File: src/rtl/booth_r4_mult_param.sv
// Radix-4 Booth sequential multiplier.
// Operands are extended to WIDTH+2 bits so one datapath covers both signed
// and unsigned inputs. Each CALC cycle retires two multiplier bits, so a
// result takes WIDTH/2+1 cycles.
module booth_r4_mult_param #(
  parameter int WIDTH = 8
) (
  input  logic                 clk,
  input  logic                 rst_n,
  input  logic                 start,
  input  logic                 signed_mode,
  input  logic [WIDTH-1:0]     multiplicand,
  input  logic [WIDTH-1:0]     multiplier,
  output logic                 ready,
  output logic                 done,
  output logic [2*WIDTH-1:0]   product
);

  localparam int EW = WIDTH + 2;          // extended operand width
  localparam int AW = WIDTH + 3;          // accumulator width (room for +/-2M)
  localparam int NITER = WIDTH / 2 + 1;   // digits in an EW-bit multiplier
  localparam int CW = $clog2(NITER + 1);

  typedef enum logic [1:0] {
    IDLE = 2'd0,
    CALC = 2'd1,
    DONE = 2'd2
  } state_t;

  state_t            state_reg, state_next;
  logic [AW-1:0]     acc_reg;
  logic [EW-1:0]     q_reg;
  logic              qm1_reg;
  logic [EW-1:0]     m_reg;
  logic [CW-1:0]     cnt_reg;
  logic [2*WIDTH-1:0] product_reg;

  logic              accept;
  logic              last_step;

  logic [AW-1:0]     m_ext;
  logic [AW-1:0]     m_dbl;
  logic [AW-1:0]     addend;
  logic [AW-1:0]     addend_inv;
  logic              negate;
  logic [AW-1:0]     sum;
  logic [AW-1:0]     acc_next;
  logic [EW-1:0]     q_next;
  logic              qm1_next;
  logic [2*WIDTH-1:0] result;
  logic [EW-1:0]     m_load;
  logic [EW-1:0]     q_load;

  // State register; reset aborts any multiplication in flight.
  always_ff @(posedge clk or negedge rst_n) begin
    if (!rst_n) begin
      state_reg <= IDLE;
    end else begin
      state_reg <= state_next;
    end
  end

  // Next-state logic plus the handshake outputs decoded from state.
  always_comb begin
    state_next = state_reg;
    ready      = 1'b0;
    done       = 1'b0;
    accept     = 1'b0;
    last_step  = 1'b0;
    case (state_reg)
      IDLE: begin
        ready = 1'b1;
        if (start) begin
          accept     = 1'b1;
          state_next = CALC;
        end
      end
      CALC: begin
        if (cnt_reg == CW'(1)) begin
          last_step  = 1'b1;
          state_next = DONE;
        end
      end
      DONE: begin
        done       = 1'b1;
        state_next = IDLE;
      end
      default: state_next = IDLE;
    endcase
  end

  // Booth digit recode, add/subtract and the 2-bit arithmetic right shift.
  always_comb begin
    m_ext  = {m_reg[EW-1], m_reg};
    m_dbl  = {m_reg, 1'b0};
    addend = '0;
    negate = 1'b0;
    case ({q_reg[1:0], qm1_reg})
      3'b001, 3'b010: addend = m_ext;
      3'b011:         addend = m_dbl;
      3'b100: begin
        addend = m_dbl;
        negate = 1'b1;
      end
      3'b101, 3'b110: begin
        addend = m_ext;
        negate = 1'b1;
      end
      default: addend = '0;
    endcase
    // Subtraction reuses the adder: invert the operand, carry in a one.
    addend_inv = negate ? ~addend : addend;
    sum        = acc_reg + addend_inv + {{(AW-1){1'b0}}, negate};
    acc_next   = {{2{sum[AW-1]}}, sum[AW-1:2]};
    q_next     = {sum[1:0], q_reg[EW-1:2]};
    qm1_next   = q_reg[1];
    // After the final shift the full product sits in {acc, q}; keep the low half.
    result     = {acc_next[WIDTH-3:0], q_next};
    m_load     = signed_mode ? {{2{multiplicand[WIDTH-1]}}, multiplicand}
                             : {2'b00, multiplicand};
    q_load     = signed_mode ? {{2{multiplier[WIDTH-1]}}, multiplier}
                             : {2'b00, multiplier};
  end

  // Operand capture on accept, iteration in CALC, result load on the last step.
  always_ff @(posedge clk or negedge rst_n) begin
    if (!rst_n) begin
      acc_reg     <= '0;
      q_reg       <= '0;
      qm1_reg     <= 1'b0;
      m_reg       <= '0;
      cnt_reg     <= '0;
      product_reg <= '0;
    end else if (accept) begin
      m_reg   <= m_load;
      q_reg   <= q_load;
      acc_reg <= '0;
      qm1_reg <= 1'b0;
      cnt_reg <= CW'(NITER);
    end else if (state_reg == CALC) begin
      acc_reg <= acc_next;
      q_reg   <= q_next;
      qm1_reg <= qm1_next;
      cnt_reg <= cnt_reg - CW'(1);
      if (last_step) begin
        product_reg <= result;
      end
    end
  end

  assign product = product_reg;

endmodule

File: config.mk
export PLATFORM = sky130hd
export DESIGN_NAME = booth_r4_mult_param
export DESIGN_NICKNAME = d
export VERILOG_FILES = /design/src/rtl/booth_r4_mult_param.sv
export SDC_FILE = /design/constraint.sdc
export NUM_CORES = 1
export LEC_CHECK = 0
export ABC_CLOCK_PERIOD_IN_PS = 2840
export CORE_MARGIN = 2
export CORE_UTILIZATION = 25
export DETAILED_ROUTE_END_ITERATION = 10
export HOLD_SLACK_MARGIN = 0.08
export PLACE_DENSITY = 0.55
export SYNTH_ARGS = -nofsm -noshare
export SYNTH_HDL_FRONTEND = slang
export SYNTH_SLANG_ARGS = --single-unit
File: constraint.sdc
create_clock -name clk -period 2.84 [get_ports clk]
set_input_delay 0.568 -clock clk [delete_from_list [all_inputs] [get_ports clk]]
set_output_delay 0.568 -clock clk [all_outputs]
set_load 0.05 [all_outputs]
After elaboration in Yosys (flattened, before gate mapping):

Index checks and enable logic that the tools add are counted.

* register bits after elaboration: 53
* bits of input ports: 20
* output and inout bits: 18
* word-level logic and storage cells: 52

* add/sub/neg operators: 3
* equality and inequality tests: 11
* multiplexer cells: 22
* bitwise operators: 2
* reduce and logical (&&, ||, !) cells: 7

Operators by type and width (number)
* $mux W10: 4
* $mux W11: 3
* $pmux W11 S2: 1
* $add A11 B1 Y11: 1
* $add A11 B11 Y11: 1
* $not A11 Y11: 1
* $eq A3 B3 Y1 const B: 3
* $mux W1: 9
* $eq A3 B1 Y1 const B: 2
* $eq A3 B2 Y1 const B: 2
* $mux W3: 2
* $mux W2: 2
* $ne A2 B2 Y1 const B: 2
* $pmux W2 S2: 1
* $reduce_or A4 Y1: 1
* $reduce_and A3 Y1: 1
* $reduce_or A3 Y1: 1
* $sub A3 B1 Y3 const B: 1
* $eq A2 B1 Y1 const B: 1
* $eq A2 B2 Y1 const B: 1
* $logic_not A2 Y1: 1
* $reduce_and A2 Y1: 1
* $reduce_bool A2 Y1: 1
* $reduce_or A2 Y1: 1
* $not A1 Y1: 1

Depth between registers and ports, before layout:

* word-level depth: 9
* depth in mapped cells: 12
* gate-level depth less buffers: 12

Worst setup path before layout:

OpenSTA, ideal clock, no wires.

* kind: register to register
* from: register q_reg[0]
* to: register acc_reg[6]
* setup time: 69 ps
* data arrival time: 2602 ps
* data required time: 2771 ps
* path slack: 169 ps
* cell stages (with the launch flop): 13
* path buffers: 0
* clock period less this slack: 2671 ps
* cells stage by stage: dfrtp_1 -> inv_1 -> ha_1 -> mux2_2 -> a22oi_1 -> xor2_1 -> inv_1 -> fa_1 -> nand2b_1 -> a21oi_1 -> o211ai_1 -> a211o_1 -> nand3_1

* longest elaborated chain between the ends: 9
* elaborated cells between the ends (all ways): 17
* classes of those cells: 2 x add/sub; 6 x eq/ne; 5 x mux; 1 x bitwise; 3 x reduce/logical

RTL lines
* from (decl): RTL line 32 `logic [EW-1:0] q_reg;`
* from (signal assigned): RTL line 136 `q_reg <= q_load;`
* from (signal assigned): RTL line 142 `q_reg <= q_next;`
* $eq A3 B3 Y1 (tied with other cells): RTL line 98 `case ({q_reg[1:0], qm1_reg})`
* $reduce_or A4 Y1 (no line) or $reduce_or A2 Y1 (tied branches)
* $pmux W11 S2: RTL line 98
* $not A11 Y11: RTL line 112 `addend_inv = negate ? ~addend : addend;`
* $mux W11: RTL line 112
* $add A11 B11 Y11: RTL line 113 `sum = acc_reg + addend_inv + {{(AW-1){1'b0}}, negate};`
* $add A11 B1 Y11 (*): RTL line 113
* $mux W11 (*): RTL line 140 `end else if (state_reg == CALC) begin`
* $mux W11 (*): RTL line 134 `end else if (accept) begin`
* to (signal assigned): RTL line 141 `acc_reg <= acc_next;`
* to (decl): RTL line 31 `logic [AW-1:0] acc_reg;`

Mark *: on every way between the ends. The rest lies on a longest branch, timed or not. The select of a mux whose other input is x is not followed.
A chain may end at the register's enable or synchronous reset.

Worst setup path in the final report:

* from: register qm1_reg
* to: register acc_reg[6]

* longest elaborated chain between the ends: 9
* elaborated cells between the ends (all ways): 17
* classes of those cells: 2 x add/sub; 6 x eq/ne; 5 x mux; 1 x bitwise; 3 x reduce/logical

RTL lines
* from (decl): RTL line 33 `logic qm1_reg;`
* from (signal assigned): RTL line 143 `qm1_reg <= qm1_next;`
* $eq A3 B3 Y1 (tied with other cells): RTL line 98
* $reduce_or A4 Y1 (no line) or $reduce_or A2 Y1 (tied branches)
* $pmux W11 S2: RTL line 98
* $not A11 Y11: RTL line 112
* $mux W11: RTL line 112
* $add A11 B11 Y11: RTL line 113
* $add A11 B1 Y11 (*): RTL line 113
* $mux W11 (*): RTL line 140
* $mux W11 (*): RTL line 134

Marks and branches as above.

==> out/metrics.yaml <==
outcome: "completed"
core_um2: 10370
grt.overflow.total: 0
synthesis.instances: 293
clock_latency_ps: 300
cts.clk_slew.worst_paths_ps: 90
fmax_mhz: 367.0
path_cells: "inv_1 > ha_1 > o31ai_4 > buf_2 > buf_4 > mux2_4 > fa_1 > nand2b_4 > a21oi_4 > o211ai_1 > a211o_1 > nand3_1"
async_flop_share: 1.000
drive_gt1_frac: 0.1681
synth_seq_cells: 50
drtIter0Drc: 61
cts_tree: "yes"
cts.sinks: 50
tightest_slew_ps: 838.8
hp-class: "input pin to asynchronous set/reset pin"
avgViaCountPerCell: 4.505
firstDrtPassIters: 4
critical_path_arrival_ps: 2960
io_pins: 38
grtUsageTotal: 0.1099
reg2reg_depth: 12
htree_levels: 2
max_stage_delay_ps: 410
grt_antenna_before_repair: 0
path_class: "flop to flop"
portBuffers: 37
largest_register_ffs: 16
die_w_um: 107.7
cp_num_buf_inv: 3
critPathTopFamily: "compound AO/OA/AOI/OAI gates"
dieArea_um2: 11590
layout-area-overhead-vs-synth_pct: 33.16
place_hpwl_um: 4661
grt_pass1_wl_um: 10090
nets: 381
slowest_stage: "dfrtp_1"
synth_area_um2: 2686
place.gp.congestion: 0.8061
cts_buffers: 5
syn-num-nets: 330
syn_area_per_cell_um2: 9.168
tns_ps: 0
synth.distinct_cells: 42
cp.required_ps: 3080
drc: 0
start_kind: "flop"
synth_top_cell_area_share: 0.4658
vias: 2167
yosysSeqAreaShare: 0.4658
synth_warnings: 0
ant_nets: 0
worst_setup_path_end_kind: "flop"
setup_viol: 0
initial_core_util: 0.2590
ys_top_cells_by_count: "nand2_1, dfrtp_1, o21ai_0"
period_needed_ps: 2725
slew_headroom: 0.4408
grt_max_degree: 51
period_share: 0.9595
worstReg2RegStart: "qm1_reg$_DFFE_PN0P_"
wl_um: 6457
row_count: 37
hold_violations: 0
maxCapViolations: 0
synth_top_area_cell: "dfrtp_1"
synth.area.top_cells: "dfrtp_1, nand2_1, ha_1, a22oi_1, o21ai_0"
die_y_um: 107.7
cts-root-buf: "clkbuf_8"
synth-edff-count: 0
synthFlopType: "dfrtp_1"
worst-r2r-setup-slack_ps: 120
r2r_end: "acc_reg[6]$_DFFE_PN0P_"
grt_pass1_vias: 2032
ctsHoldBuffers: 0
synth_most_common_cell: "nand2_1"
antenna_cells: 0
detail_route.wl_per_cell_um: 13.42
startpoint: "qm1_reg$_DFFE_PN0P_"
report.final.slew_viol_count: 0
finClkSkew_ps: 9.172
critPathMaxFanout: 5
cts_max_path_buffers: 2
-- logic make-up (layout without fill, tap and decap cells) --
kind of cell / Yosys count / in the layout / synth area share
simple gates: 116 / 116 / 0.1812
compound gates: 68 / 68 / 0.1691
flops: 50 / 50 / 0.4658
buf+inv: 23 / 74 / 0.03539
fa+ha+maj: 17 / 17 / 0.08197
xor+xnor: 15 / 15 / 0.04891
mux: 4 / 5 / 0.01770
-- stage by stage --
| step | hold WS, ps | utilization | instances | worst slack (ps) | cell area (µm²) |
|---|---|---|---|---|---|
| after CTS | 408.2 | 0.3254 | 475 | 21.41 | 3374 |
| after floorplan | 272.4 | - | 293 | 169.3 | 2686 |
| after global routing | 450.2 | 0.3450 | 481 | -57.20 | 3577 |
| after global placement | 462.2 | 0.3146 | 466 | -9.392 | 3262 |
| after detailed placement | 466.4 | 0.3146 | 466 | -43.17 | 3262 |
| final | 385.9 | 0.3450 | 481 | 115.0 | 3577 |
-- cell type report --
cell class,count,area (µm²)
multi-input combinational,221,1518
timing repair buffer,56,509.2
sequential,50,1251
clock buffer,7,86.33
clock inverter,1,5.005
inverter,10,37.54
tap,136,170.2
fill,1070,6793
-- cell usage in the layout, fill, tap and decap left out, types with 3 or more instances in the layout --
cell,count
nand2_1,83
dfrtp_1,50
clkdlybuf4s50_1,36
o21ai_0,19
buf_4,17
nand3_1,12
ha_1,11
inv_1,9
a21oi_1,9
a22oi_1,8
a22oi_2,7
xor2_1,7
nor2_1,6
clkbuf_8,6
xor2_2,5
a21o_1,4
nor2b_1,3
or3_1,3
xnor2_1,3
ha_4,3
-- layer usage --
layer / vias to the layer above / wire (µm) / GRT usage / share of wire
met5: - / 0 / 0 / 0
met4: 0 / 25 / 0.02198 / 0.0039
met3: 5 / 193 / 0.02179 / 0.030
met2: 28 / 2908 / 0.1698 / 0.45
met1: 1033 / 3331 / 0.1596 / 0.52
li1: 1101 / - / - / -
-- worst max-delay path by stage --
stage                             endpoint  slack, ps  depth (start not counted)
finish              acc_reg[6]$_DFFE_PN0P_        120                         12
detailed placement  acc_reg[7]$_DFFE_PN0P_        -40                         11
global route        acc_reg[6]$_DFFE_PN0P_        -60                         12
CTS                 acc_reg[6]$_DFFE_PN0P_         20                         12
global placement    acc_reg[7]$_DFFE_PN0P_         -9                         11
floorplan           acc_reg[6]$_DFFE_PN0P_        170                         12
-- worst reg2reg max path, cell delays in order, from the launching register on --
cell      delay, ps
dfrtp_1         410
inv_1           130
ha_1            220
o31ai_4          90
buf_2           170
buf_4           140
mux2_4          280
fa_1            400
nand2b_4        170
a21oi_4         160
o211ai_1        120
a211o_1         300
nand3_1          60
-- what timing repair did --
item,4_1_cts,5_1_grt
gates resized for setup,3,30
buffers inserted,1,4
gates cloned,0,2
hold endpoints to repair,0,0
setup endpoints to repair,4,11
pin swaps,3,13
Power is left out: the tool's default activity adds up to more than one toggle a clock period on the data nets, which glitch-free logic cannot reach.
